**src/rtl/alu_arbiter.sv**
```systemverilog
// Round-robin arbiter that shares one external combinational ALU between two requesters.
// Optional `ALU_ARB_FLAGS_EN adds registered zero/negative result flags.
module alu_arbiter #(
    parameter int WIDTH  = 16,
    parameter int CTRL_W = 3
) (
    input  logic                clk,
    input  logic                rst,
    input  logic [1:0]          req_valid,
    output logic [1:0]          req_ready,
    input  logic [2*CTRL_W-1:0] req_ctrl,
    input  logic [2*WIDTH-1:0]  req_a,
    input  logic [2*WIDTH-1:0]  req_b,
    output logic [CTRL_W-1:0]   alu_ctrl,
    output logic [WIDTH-1:0]    alu_in0,
    output logic [WIDTH-1:0]    alu_in1,
    input  logic [WIDTH-1:0]    alu_dout,
    output logic [1:0]          rsp_valid,
    input  logic [1:0]          rsp_ready,
    output logic [WIDTH-1:0]    rsp_data,
`ifdef ALU_ARB_FLAGS_EN
    output logic                rsp_zero,
    output logic                rsp_neg,
`endif
    output logic [1:0]          state_dbg
);

    // Handshakes: a request transfers on a rising edge where req_valid[i] && req_ready[i];
    // a response transfers on a rising edge where rsp_valid[i] && rsp_ready[i].
    typedef enum logic [1:0] {
        IDLE = 2'd0,
        EXEC = 2'd1,
        RESP = 2'd2
    } state_t;

    state_t state;
    logic   ptr;   // requester served most recently
    logic   gnt;   // requester owning the operation in flight
    logic   pick;

    always_comb begin
        pick = (req_valid == 2'b11) ? ~ptr : req_valid[1];
        req_ready = 2'b00;
        if (state == IDLE && !rst && req_valid != 2'b00)
            req_ready = pick ? 2'b10 : 2'b01;
    end

    assign state_dbg = state;

    always_ff @(posedge clk) begin
        if (rst) begin
            state     <= IDLE;
            ptr       <= 1'b1;
            gnt       <= 1'b0;
            rsp_valid <= 2'b00;
            rsp_data  <= '0;
            alu_ctrl  <= '0;
            alu_in0   <= '0;
            alu_in1   <= '0;
`ifdef ALU_ARB_FLAGS_EN
            rsp_zero  <= 1'b0;
            rsp_neg   <= 1'b0;
`endif
        end else begin
            case (state)
                IDLE: begin
                    if (req_valid != 2'b00) begin
                        gnt      <= pick;
                        alu_ctrl <= pick ? req_ctrl[2*CTRL_W-1:CTRL_W] : req_ctrl[CTRL_W-1:0];
                        alu_in0  <= pick ? req_a[2*WIDTH-1:WIDTH] : req_a[WIDTH-1:0];
                        alu_in1  <= pick ? req_b[2*WIDTH-1:WIDTH] : req_b[WIDTH-1:0];
                        state    <= EXEC;
                    end
                end
                EXEC: begin
                    rsp_data  <= alu_dout;
`ifdef ALU_ARB_FLAGS_EN
                    rsp_zero  <= (alu_dout == '0);
                    rsp_neg   <= alu_dout[WIDTH-1];
`endif
                    rsp_valid <= gnt ? 2'b10 : 2'b01;
                    state     <= RESP;
                end
                RESP: begin
                    // Only the owner's rsp_ready completes the operation.
                    if (rsp_ready[gnt]) begin
                        ptr       <= gnt;
                        rsp_valid <= 2'b00;
                        state     <= IDLE;
                    end
                end
                default: state <= IDLE;
            endcase
        end
    end

endmodule

```
**config.mk**
```make
export PLATFORM = sky130hd
export DESIGN_NAME = alu_arbiter
export DESIGN_NICKNAME = d
export VERILOG_FILES = /design/src/rtl/alu_arbiter.sv
export SDC_FILE = /design/constraint.sdc
export NUM_CORES = 1
export LEC_CHECK = 0
export ABC_AREA = 1
export BUFFER_PORTS_ARGS = -buffer_cell sky130_fd_sc_hd__buf_2
export CAP_MARGIN = 10
export CORE_ASPECT_RATIO = 2
export CORE_MARGIN = 2
export CORE_UTILIZATION = 46
export DETAILED_ROUTE_END_ITERATION = 10
export HOLD_SLACK_MARGIN = 0.03
export PLACE_DENSITY = 0.84
export REMOVE_ABC_BUFFERS = 1
export SYNTH_ARGS = -nofsm -noshare
export SYNTH_HDL_FRONTEND = slang
export SYNTH_SLANG_ARGS = --single-unit
```
**constraint.sdc**
```tcl
create_clock -name clk -period 1.7 [get_ports clk]
set_input_delay 0.34 -clock clk [delete_from_list [all_inputs] [get_ports clk]]
set_output_delay 0.34 -clock clk [all_outputs]
set_load 0.05 [all_outputs]
```
== Word level (Yosys, flattened, before mapping) ==
Cells that the tools add are included.

* Bits in registers: 57
* Logic and storage cells: 38
* Output and inout bits: 57

* Equal/unequal tests: 5
* Muxes and demuxes: 13
* Reductions and logical operators: 10
* Bitwise logic cells: 1
* $lt $le $gt $ge: 1

{| class="wikitable"
|+ Operators by type and width
! operator !! count
|-
| two-way mux 16 bit || 2
|-
| two-way mux 2 bit || 5
|-
| AND reduction 2 bit || 4
|-
| case mux 2 bit (3 select lines) || 1
|-
| == test 2 bit, second input constant || 2
|-
| case mux 2 bit (2 select lines) || 1
|-
| nonzero test 2 bit || 2
|-
| two-way mux 1 bit || 3
|-
| two-way mux 3 bit || 1
|-
| == test 2 x 1 -> 1 bit, second input constant || 1
|-
| logical AND 1 bit || 2
|-
| logical NOT 2 bit || 1
|-
| < comparator 1 x 2 -> 1 bit, second input constant || 1
|-
| inequality test 2 x 1 -> 1 bit, second input constant || 1
|-
| inequality test 2 bit, second input constant || 1
|-
| logical NOT 1 bit || 1
|-
| NOT 1 bit || 1
|}

== Logic depth before layout (Yosys ltp) ==
Gate-level depths: netlist of run 1.

* Word-level depth: 4
* Mapped depth: 7
* Gate-level depth less buffers: 6

== Worst setup path after synthesis of run 1 ==
OpenSTA, ideal clock, no wires.

* Path type: input to output
* Start: input port req_valid[1]
* End: output port req_ready[0]
* Cell stages on the path: 5
* Required time: 1.360 ns
* Arrival time: 1.868 ns
* Path slack: -0.508 ns
* Cell sequence: buf_4 nand2_4 inv_2 buf_2 nor3_1

* Longest elaborated chain between the ends: 4
* Elaborated cells on any way between the ends: 6
* Classes of those cells: eq/ne (1); mux (3); reduce/logical (2)

{| class="wikitable"
|+ RTL lines
! item !! RTL line !! text
|-
| start, declared || 9 || <nowiki>input logic [1:0] req_valid,</nowiki>
|-
| == test 2 bit || 42 || <nowiki>pick = (req_valid == 2'b11) ? ~ptr : req_valid[1];</nowiki>
|-
| two-way mux 1 bit || 42 ||
|-
| two-way mux 2 bit || 45 || <nowiki>req_ready = pick ? 2'b10 : 2'b01;</nowiki>
|-
| two-way mux 2 bit * || 44 || <nowiki>if (state == IDLE && !rst && req_valid != 2'b00)</nowiki>
|-
| end, declared || 10 || <nowiki>output logic [1:0] req_ready,</nowiki>
|}

Every way passes the cells marked *; elsewhere a longest branch is shown, timed or not.

== Final worst setup path of run 1 ==
* Start: register state[1], in the netlist state_dbg[1]
* End: output port req_ready[1]

* Longest elaborated chain between the ends: 4

{| class="wikitable"
|+ RTL lines
! item !! RTL line !! text
|-
| start, declared || 36 || <nowiki>state_t state;</nowiki>
|-
| start signal, assigned || 52 || <nowiki>state <= IDLE;</nowiki>
|-
| start signal, assigned || 72 || <nowiki>state <= EXEC;</nowiki>
|-
| start signal, assigned || 82 || <nowiki>state <= RESP;</nowiki>
|-
| logical NOT 2 bit || 44 ||
|-
| logical AND 1 bit (2 in a row) || 44 ||
|-
| two-way mux 2 bit || 44 ||
|}

Every way passes these cells.

==> results of run 1 <==
[layer usage]
metal,GRT usage,wire length [microns],vias up
li1,-,-,1413
met1,0.226,2540,1254
met2,0.441,3850,110
met3,0.0625,406,23
met4,0.136,246,0
met5,0,0,-
[sequential cells by signal, indices dropped and copies added (netlist names)]
name       cells
rsp_valid      2
alu_in1       16
ptr            1
rsp_data      16
state_dbg      2
gnt            1
alu_in0       16
alu_ctrl       3
[path summary, 6_finish.rpt]
check	from	to	slack, ns	cells past startpoint
setup / recovery	state_dbg[1]$_SDFFE_PP0P_	req_ready[1]	0.09	6
hold / removal	alu_dout[8]	rsp_data[8]$_SDFFE_PP0P_	0.23	3
setup reg to reg	state_dbg[1]$_SDFFE_PP0P_	alu_in0[9]$_SDFFE_PP0P_	0.33	7
hold reg to reg	alu_in1[6]$_SDFFE_PP0P_	alu_in1[6]$_SDFFE_PP0P_	0.45	2
[kinds of logic after synthesis]
kind of cell | after synthesis
and+or+nand+nor | 230
AOI/OAI and AO/OA | 27
DFF | 57
buffers and inverters | 36
[metrics by stage]
step / instance area, sq um / total power, mW / instances / setup TNS [ns] / worst slack [ns]
floorplan: 2360 / 2.33 / 330 / -0.847 / -0.593
global placement: 3240 / 2.67 / 545 / 0 / 0.256
detailed placement: 3240 / 2.69 / 545 / 0 / 0.247
CTS: 3420 / 3.80 / 561 / 0 / 0.0415
global route: 3430 / 3.95 / 561 / 0 / 0.0104
finish: 3430 / 3.76 / 561 / 0 / 0.0865
[cell type report]
class | instances | share of cell area
sequential | 57 | 0.332
multi-input combinational | 257 | 0.341
clock buffer | 13 | 0.0463
timing repair buffer | 157 | 0.238
clock inverter | 3 | 0.00437
inverter | 16 | 0.0175
tap | 58 | 0.0211
[synth_stat cells]
| cell | n |
|---|---|
| dfxtp_1 | 57 |
| nor2_2 | 1 |
| nand3_1 | 69 |
| nor2_1 | 43 |
| a21oi_1 | 3 |
| inv_2 | 3 |
| buf_2 | 7 |
| inv_1 | 13 |
| nor2_8 | 3 |
| buf_6 | 1 |
| nor3_1 | 1 |
| nand2_1 | 110 |
| nor2_4 | 1 |
| clkbuf_1 | 4 |
| buf_4 | 8 |
| o21ai_0 | 16 |
| o21ai_1 | 8 |
| nand2_4 | 2 |
[critical path, cell delays in order, from the launching register on]
cell and delay [ns]:
dfxtp_1 0.35, nor2_2 0.13, nand2_2 0.09, nor2_4 0.09
nand2_1 0.07, inv_1 0.07, buf_6 0.15
[power groups by stage]
stage          combinational [mW]  clock (mW)  sequential (mW)
2_1_floorplan               0.297           0             2.03
6_report                     1.12        1.09             1.55
5_1_grt                      1.20        1.18             1.56
3_3_place_gp                 1.10           0             1.57
3_5_place_dp                 1.12           0             1.57
4_1_cts                      1.13        1.13             1.54
[what timing repair did]
action                     in CTS  in global routing
gates resized for setup         2                  4
setup endpoints to repair       2                  2
pin swaps                       0                  0
hold buffers                    0                  0
cloned                          0                  0
==> flow_summary.ini, run 1 <==
[power_and_ir_drop]
netSwitchingFraction = 0.369
power_density_nw_per_um2 = 1100
p_clk_frac = 0.290
intPower_mw = 2.37
pwr-share-seq = 0.411
peakVddDrop_mv = 0.897
pwr-share-comb = 0.299
p_leak_nw = 1.93
switchingPower_mw = 1.39

[drt]
vias_per_cell = 4.99
drt_iter0_markers = 122
ant_nets = 0
wirelength_microns = 7040
first_pass_iters = 7
wl_per_cell_microns = 12.5
drc = 0
via_count = 2800

[timing]
setup_violations = 0
holdWs_ns = 0.230
tightest_slew_ns = 0.308
fmax_ghz = 0.620
hold_viol = 0
finalMaxSlewViolations = 0
period_minus_slack_ns = 1.61
min_period_over_period = 0.949
final.setup_skew_ns = 0.00491
slew_headroom = 0.794
rsz0062_at_grt = false

[logic_synthesis]
avgSynthCellArea_sq_um = 7.09
yosysWarnings = 0
seq_area_frac_synth = 0.460
yosysTopAreaCell = dfxtp_1
synth_area_sq_um = 2480
synth_top_family_by_area = simple AND/OR/NAND/NOR gates
synthMuxAreaShare = 0
synth.distinct_cells = 18
yosys_register_bits = 57
synth-compound-area-share = 0.0544
synthXorXnorAreaFrac = 0
yosysTopAreaCellShare = 0.460
synth_adder_area_share = 0
netlist_top_cells_area = dfxtp_1, nand2_1, nand3_1, nor2_1, o21ai_0
synth_simple_gate_area_share = 0.413
syn_inst = 350

[floorplanning]
fp.coreArea_sq_um = 5180
initial_core_util = 0.479
die_y_microns = 108
die_area_sq_um = 6040
pin_count = 149
die_x_microns = 55.9
core.rowCount = 37

[grt]
grt_usage = 0.236
grt_pass1_wl_microns = 11200
grt_max_degree = 34
gr-total-overflow = 0
grt_antenna_before_repair = 0
grt_pass1_vias = 2742

[clocking]
cts_num_sinks = 57
cts_root_buf = clkbuf_8
clockBufferDepth = 2
cts_tree = yes
cts_made_buffers = 9
cts_setup_buffers = 0
cts.reportedPaths.clkPinSlew_ns = 0.06
clock_latency_ns = 0.33
h-tree-depth = 3

[critical_path]
worstSetupPathType = register to output port
endpoint_kind = output port
start_kind = register
cp.required_ns = 1.36
worstPathArrival_ns = 1.27
worstPathMaxFanout = 4

[layout]
final_cell_mix = buf_2, nand2_1, nand3_1
final_common_cell = buf_2
area_growth_pct = 38.4
multiInputGateArea_sq_um = 1170
fill_cells = 488
fin_util = 0.662
ff_latch_area_sq_um = 1140
finalNetCount = 590
n_antenna_cell = 0
drive_above_1_share = 0.366

[placed_design]
dp_hpwl_microns = 5230
io_buffers = 148
gp_congestion = 0.841

[job]
drv_cap = 0

[worst_hold_path]
hp-class = primary input to register

[status]
outcome = finished, final reports clean
Power figures use the tool's default switching activity.
==> inputs of run 2 (changes only) <==
--- a/config.mk
+++ b/config.mk
@@ -9,11 +9,11 @@
 export BUFFER_PORTS_ARGS = -buffer_cell sky130_fd_sc_hd__buf_2
 export CAP_MARGIN = 10
 export CORE_ASPECT_RATIO = 2
-export CORE_MARGIN = 2
+export CORE_MARGIN = 4
 export CORE_UTILIZATION = 46
 export DETAILED_ROUTE_END_ITERATION = 10
 export HOLD_SLACK_MARGIN = 0.03
-export PLACE_DENSITY = 0.84
+export PLACE_DENSITY = 0.93
 export REMOVE_ABC_BUFFERS = 1
 export SYNTH_ARGS = -nofsm -noshare
 export SYNTH_HDL_FRONTEND = slang
==> flow_summary.ini, run 2 (synthesized netlist as in run 1, its figures left out) <==
[timing]
rsz0062_at_grt = false
hold_viol = 0
slew_headroom = 0.681
period_minus_slack_ns = 1.62
setup_violations = 0
min_period_over_period = 0.951
final.setup_skew_ns = 0.00940
holdWs_ns = 0.227
tightest_slew_ns = 0.479
finalMaxSlewViolations = 0
setup_slack_ns = 0.0834
fmax_ghz = 0.619

[floorplanning]
initial_core_util = 0.479
die_area_sq_um = 6710
core.rowCount = 37
die_x_microns = 59.9
die_y_microns = 112
fp.coreArea_sq_um = 5180
pin_count = 149

[critical_path]
crit_chain = nor2_2 > nand2_2 > nor3_2 > buf_4
endpoint_kind = output port
worstSetupPathType = register to output port
cp.required_ns = 1.36
worstPathMaxFanout = 4
crit_buf_inv = 1
crit_slowest_cell = dfxtp_2
worstPathArrival_ns = 1.28
start_kind = register
cp_top_family = simple AND/OR/NAND/NOR gates
max_stage_delay_ns = 0.34

[clocking]
cts_tree = yes
clock_latency_ns = 0.34
ctsHoldBuffers = 0
cts_made_buffers = 9
clockBufferDepth = 2
h-tree-depth = 3
cts_root_buf = clkbuf_8
cts_setup_buffers = 0
cts_num_sinks = 57
cts_resized = 2
cts.reportedPaths.clkPinSlew_ns = 0.06

[placed_design]
dp_hpwl_microns = 5730
place_area_sq_um = 3230
pre_cts_slack_ns = 0.238
io_buffers = 148
gp_congestion = 0.854

[layout]
final_cell_mix = buf_2, nand2_1, nand3_1
multiInputGateArea_sq_um = 1170
post-route-cell-area_sq_um = 3470
area_growth_pct = 39.7
fill_cells = 475
reg_top3 = alu_in0 (16), alu_in1 (16), rsp_data (16)
final_common_cell = buf_2
finalNetCount = 589
drive_above_1_share = 0.369
ff_latch_area_sq_um = 1140
n_antenna_cell = 0

[drt]
via_count = 2807
first_pass_iters = 4
vias_per_cell = 5.02
drc = 0
drt_iter0_markers = 127
wl_per_cell_microns = 13.7
wirelength_microns = 7640
ant_nets = 0

[power_and_ir_drop]
p_leak_nw = 1.95
total_power_mw = 4.01
power_density_nw_per_um2 = 1160
peakVddDrop_mv = 0.866

[grt]
grt_pass1_wl_microns = 12200
grt_usage = 0.240
grt_max_degree = 37
grt_pass1_vias = 2770
gr-total-overflow = 0
grt_antenna_before_repair = 0

[job]
drv_cap = 0

[worst_hold_path]
hp-class = primary input to register

[status]
outcome = finished, final reports clean
[run 2: cell types whose count changed in the layout (fill, tap and decap cells not counted), sizes merged]
cell    change
buf         -1
bufinv      +1
clkinv      -2
[run 2: worst reg2reg max path: stages (launching register included)]
cell     delay, ns
dfxtp_1       0.40
inv_1         0.10
nand2_1       0.18
nor2_8        0.06
nor2_8        0.38
nand2_1       0.14
nand3_1       0.10
[run 2: cell type report]
| class | instances | area share |
|---|---|---|
| Multi-Input combinational cell | 257 | 0.337 |
| Sequential cell | 57 | 0.329 |
| Timing Repair Buffer | 156 | 0.233 |
| Clock buffer | 13 | 0.0516 |
| Tap cell | 58 | 0.0209 |
| Inverter | 16 | 0.0173 |
| Clock inverter | 2 | 0.0101 |
[run 2: power breakdown]
part	switching (mW)	internal [mW]	leakage [nW]
Clock	0.505	0.826	0.112
Combinational	0.839	0.295	1.36
Sequential	0.0701	1.47	0.470
[run 2: routing by layer]
metal | global-route usage | routed length [microns] | part of all wire
met1 | 0.252 | 2770 | 0.36
met2 | 0.399 | 3940 | 0.52
met3 | 0.0580 | 528 | 0.069
met4 | 0.163 | 407 | 0.053
met5 | 0 | 0 | 0
[run 2: final timing paths]
kind	depth (start not counted)	to	slack [ns]	startpoint
min	3	rsp_data[13]$_SDFFE_PP0P_	0.23	alu_dout[13]
max reg2reg	6	alu_ctrl[0]$_SDFFE_PP0P_	0.30	state_dbg[0]$_SDFFE_PP0P_
min reg2reg	2	alu_in0[0]$_SDFFE_PP0P_	0.45	alu_in0[0]$_SDFFE_PP0P_
max	4	req_ready[0]	0.08	state_dbg[1]$_SDFFE_PP0P_
[run 2: stage by stage]
step,TNS (ns),util,instances
after detailed placement,0,0.624,544
after CTS,0,0.666,559
final,0,0.669,559
after floorplan,-0.847,-,330
after global placement,0,0.624,544
after global routing,0,0.669,559
==> inputs of run 3 (changes only) <==
==> constraint.sdc (replaced) <==
create_clock -name clk -period 2.1 [get_ports clk]
set_input_delay 0.42 -clock clk [delete_from_list [all_inputs] [get_ports clk]]
set_output_delay 0.42 -clock clk [all_outputs]
set_load 0.05 [all_outputs]
==> flow_summary.ini, run 3 (synthesized netlist as in run 1, its figures left out) <==
[grt]
grt_pass1_wl_microns = 12200
gr-total-overflow = 0
grt_pass1_vias = 2752
grt_usage = 0.238
grt_antenna_before_repair = 0
gr-max-usage-layer = met2
use_met3 = 0.0615
grt_use_met2 = 0.389
grt_max_degree = 37
grt_use_met1 = 0.251

[clocking]
cts.reportedPaths.clkPinSlew_ns = 0.06
cts_made_buffers = 9
cts_num_sinks = 57
cts_resized = 0
cts_root_buf = clkbuf_8
clock_latency_ns = 0.34
clockBufferDepth = 2
ctsHoldBuffers = 0
cts_tree = yes
cts_setup_buffers = 0
h-tree-depth = 3

[layout]
post-route-cell-area_sq_um = 3450
final_cell_mix = buf_2, nand2_1, nand3_1
drive_above_1_share = 0.357
final_common_cell = buf_2
fin_util = 0.665
finalNetCount = 587
fill_cells = 455
ff_latch_area_sq_um = 1140
multiInputGateArea_sq_um = 1160
reg_top3 = alu_in0 (16), alu_in1 (16), rsp_data (16)
area_growth_pct = 38.9
n_antenna_cell = 0

[drt]
via_count = 2858
first_pass_iters = 5
drc = 0
wl_per_cell_microns = 13.8
drt_iter0_markers = 154
wirelength_microns = 7710
ant_nets = 0
vias_per_cell = 5.13

[critical_path]
cp.required_ns = 1.68
crit_chain = nand2_4 > nand2_4 > inv_2 > nor3_1 > buf_2
start_kind = register
worstPathMaxFanout = 16
crit_buf_inv = 2
max_stage_delay_ns = 0.38
worstSetupPathType = register to output port
worstPathArrival_ns = 1.44
crit_slowest_cell = dfxtp_1
cp_top_family = flip-flops
endpoint_kind = output port
crit_top_cell = nand2_4

[timing]
setup_violations = 0
tightest_slew_ns = 0.484
period_minus_slack_ns = 1.86
finalMaxSlewViolations = 0
min_period_over_period = 0.887
slew_headroom = 0.678
final.setup_skew_ns = 0.0102
hold_viol = 0
fmax_ghz = 0.537
rsz0062_at_grt = false

[power_and_ir_drop]
total_power_mw = 3.33
power_density_nw_per_um2 = 966
p_leak_nw = 1.94
peakVddDrop_mv = 0.782

[placed_design]
io_buffers = 148
gp_congestion = 0.868
dp_hpwl_microns = 5830
place_area_sq_um = 3220

[floorplanning]
die_area_sq_um = 6710
initial_core_util = 0.479
die_y_microns = 112
pin_count = 149
core.rowCount = 37
die_x_microns = 59.9
fp.coreArea_sq_um = 5180

[job]
drv_cap = 0

[worst_hold_path]
hp-class = primary input to register

[status]
outcome = finished, final reports clean
[run 3: cell types whose count changed in the layout (fill, tap and decap cells not counted), sizes merged]
cell    previous run  this run
buf              156       154
bufinv             1         2
clkinv             1         0
[run 3: worst paths after layout]
kind                                   from                   endpoint  slack, ns  depth (start not counted)
setup / recovery           ptr$_SDFFE_PP1P_               req_ready[0]       0.24                          5
setup reg to reg  state_dbg[0]$_SDFFE_PP0P_    alu_in1[1]$_SDFFE_PP0P_       0.69                          6
hold reg to reg     alu_in1[2]$_SDFFE_PP0P_    alu_in1[2]$_SDFFE_PP0P_       0.45                          2
hold / removal                 alu_dout[13]  rsp_data[13]$_SDFFE_PP0P_       0.30                          3
[run 3: report_power, final]
group | total (mW) | internal, mW | switching, mW
clock network | 1.18 | 0.759 | 0.417
logic | 0.907 | 0.230 | 0.677
registers | 1.25 | 1.19 | 0.0553
[run 3: cell type report]
type | count | share of cell area
Inverter | 16 | 0.0174
Tap cell | 58 | 0.0210
Clock buffer | 13 | 0.0490
Sequential cell | 57 | 0.331
Multi-Input combinational cell | 257 | 0.336
Timing Repair Buffer | 154 | 0.228
Clock inverter | 2 | 0.0174
[run 3: layer usage]
metal / vias up / part of all wire
li1: 1409 / -
met1: 1271 / 0.36
met2: 135 / 0.51
met3: 43 / 0.065
met4: 0 / 0.063
met5: - / 0
[run 3: worst register-to-register path, cell delays in order (launching register included)]
cell	delay, ns
dfxtp_1	0.37
inv_1	0.08
nand2_1	0.16
nor2_8	0.10
nor2_8	0.39
nand2_1	0.15
nand3_1	0.10
[run 3: metrics by stage]
step,hold WS [ns],cells,setup slack [ns],TNS (ns)
floorplan,0.466,330,-0.321,-0.333
global placement,0.433,542,0.370,0
detailed placement,0.435,542,0.360,0
CTS,0.284,557,0.215,0
global route,0.293,557,0.158,0
finish,0.302,557,0.238,0
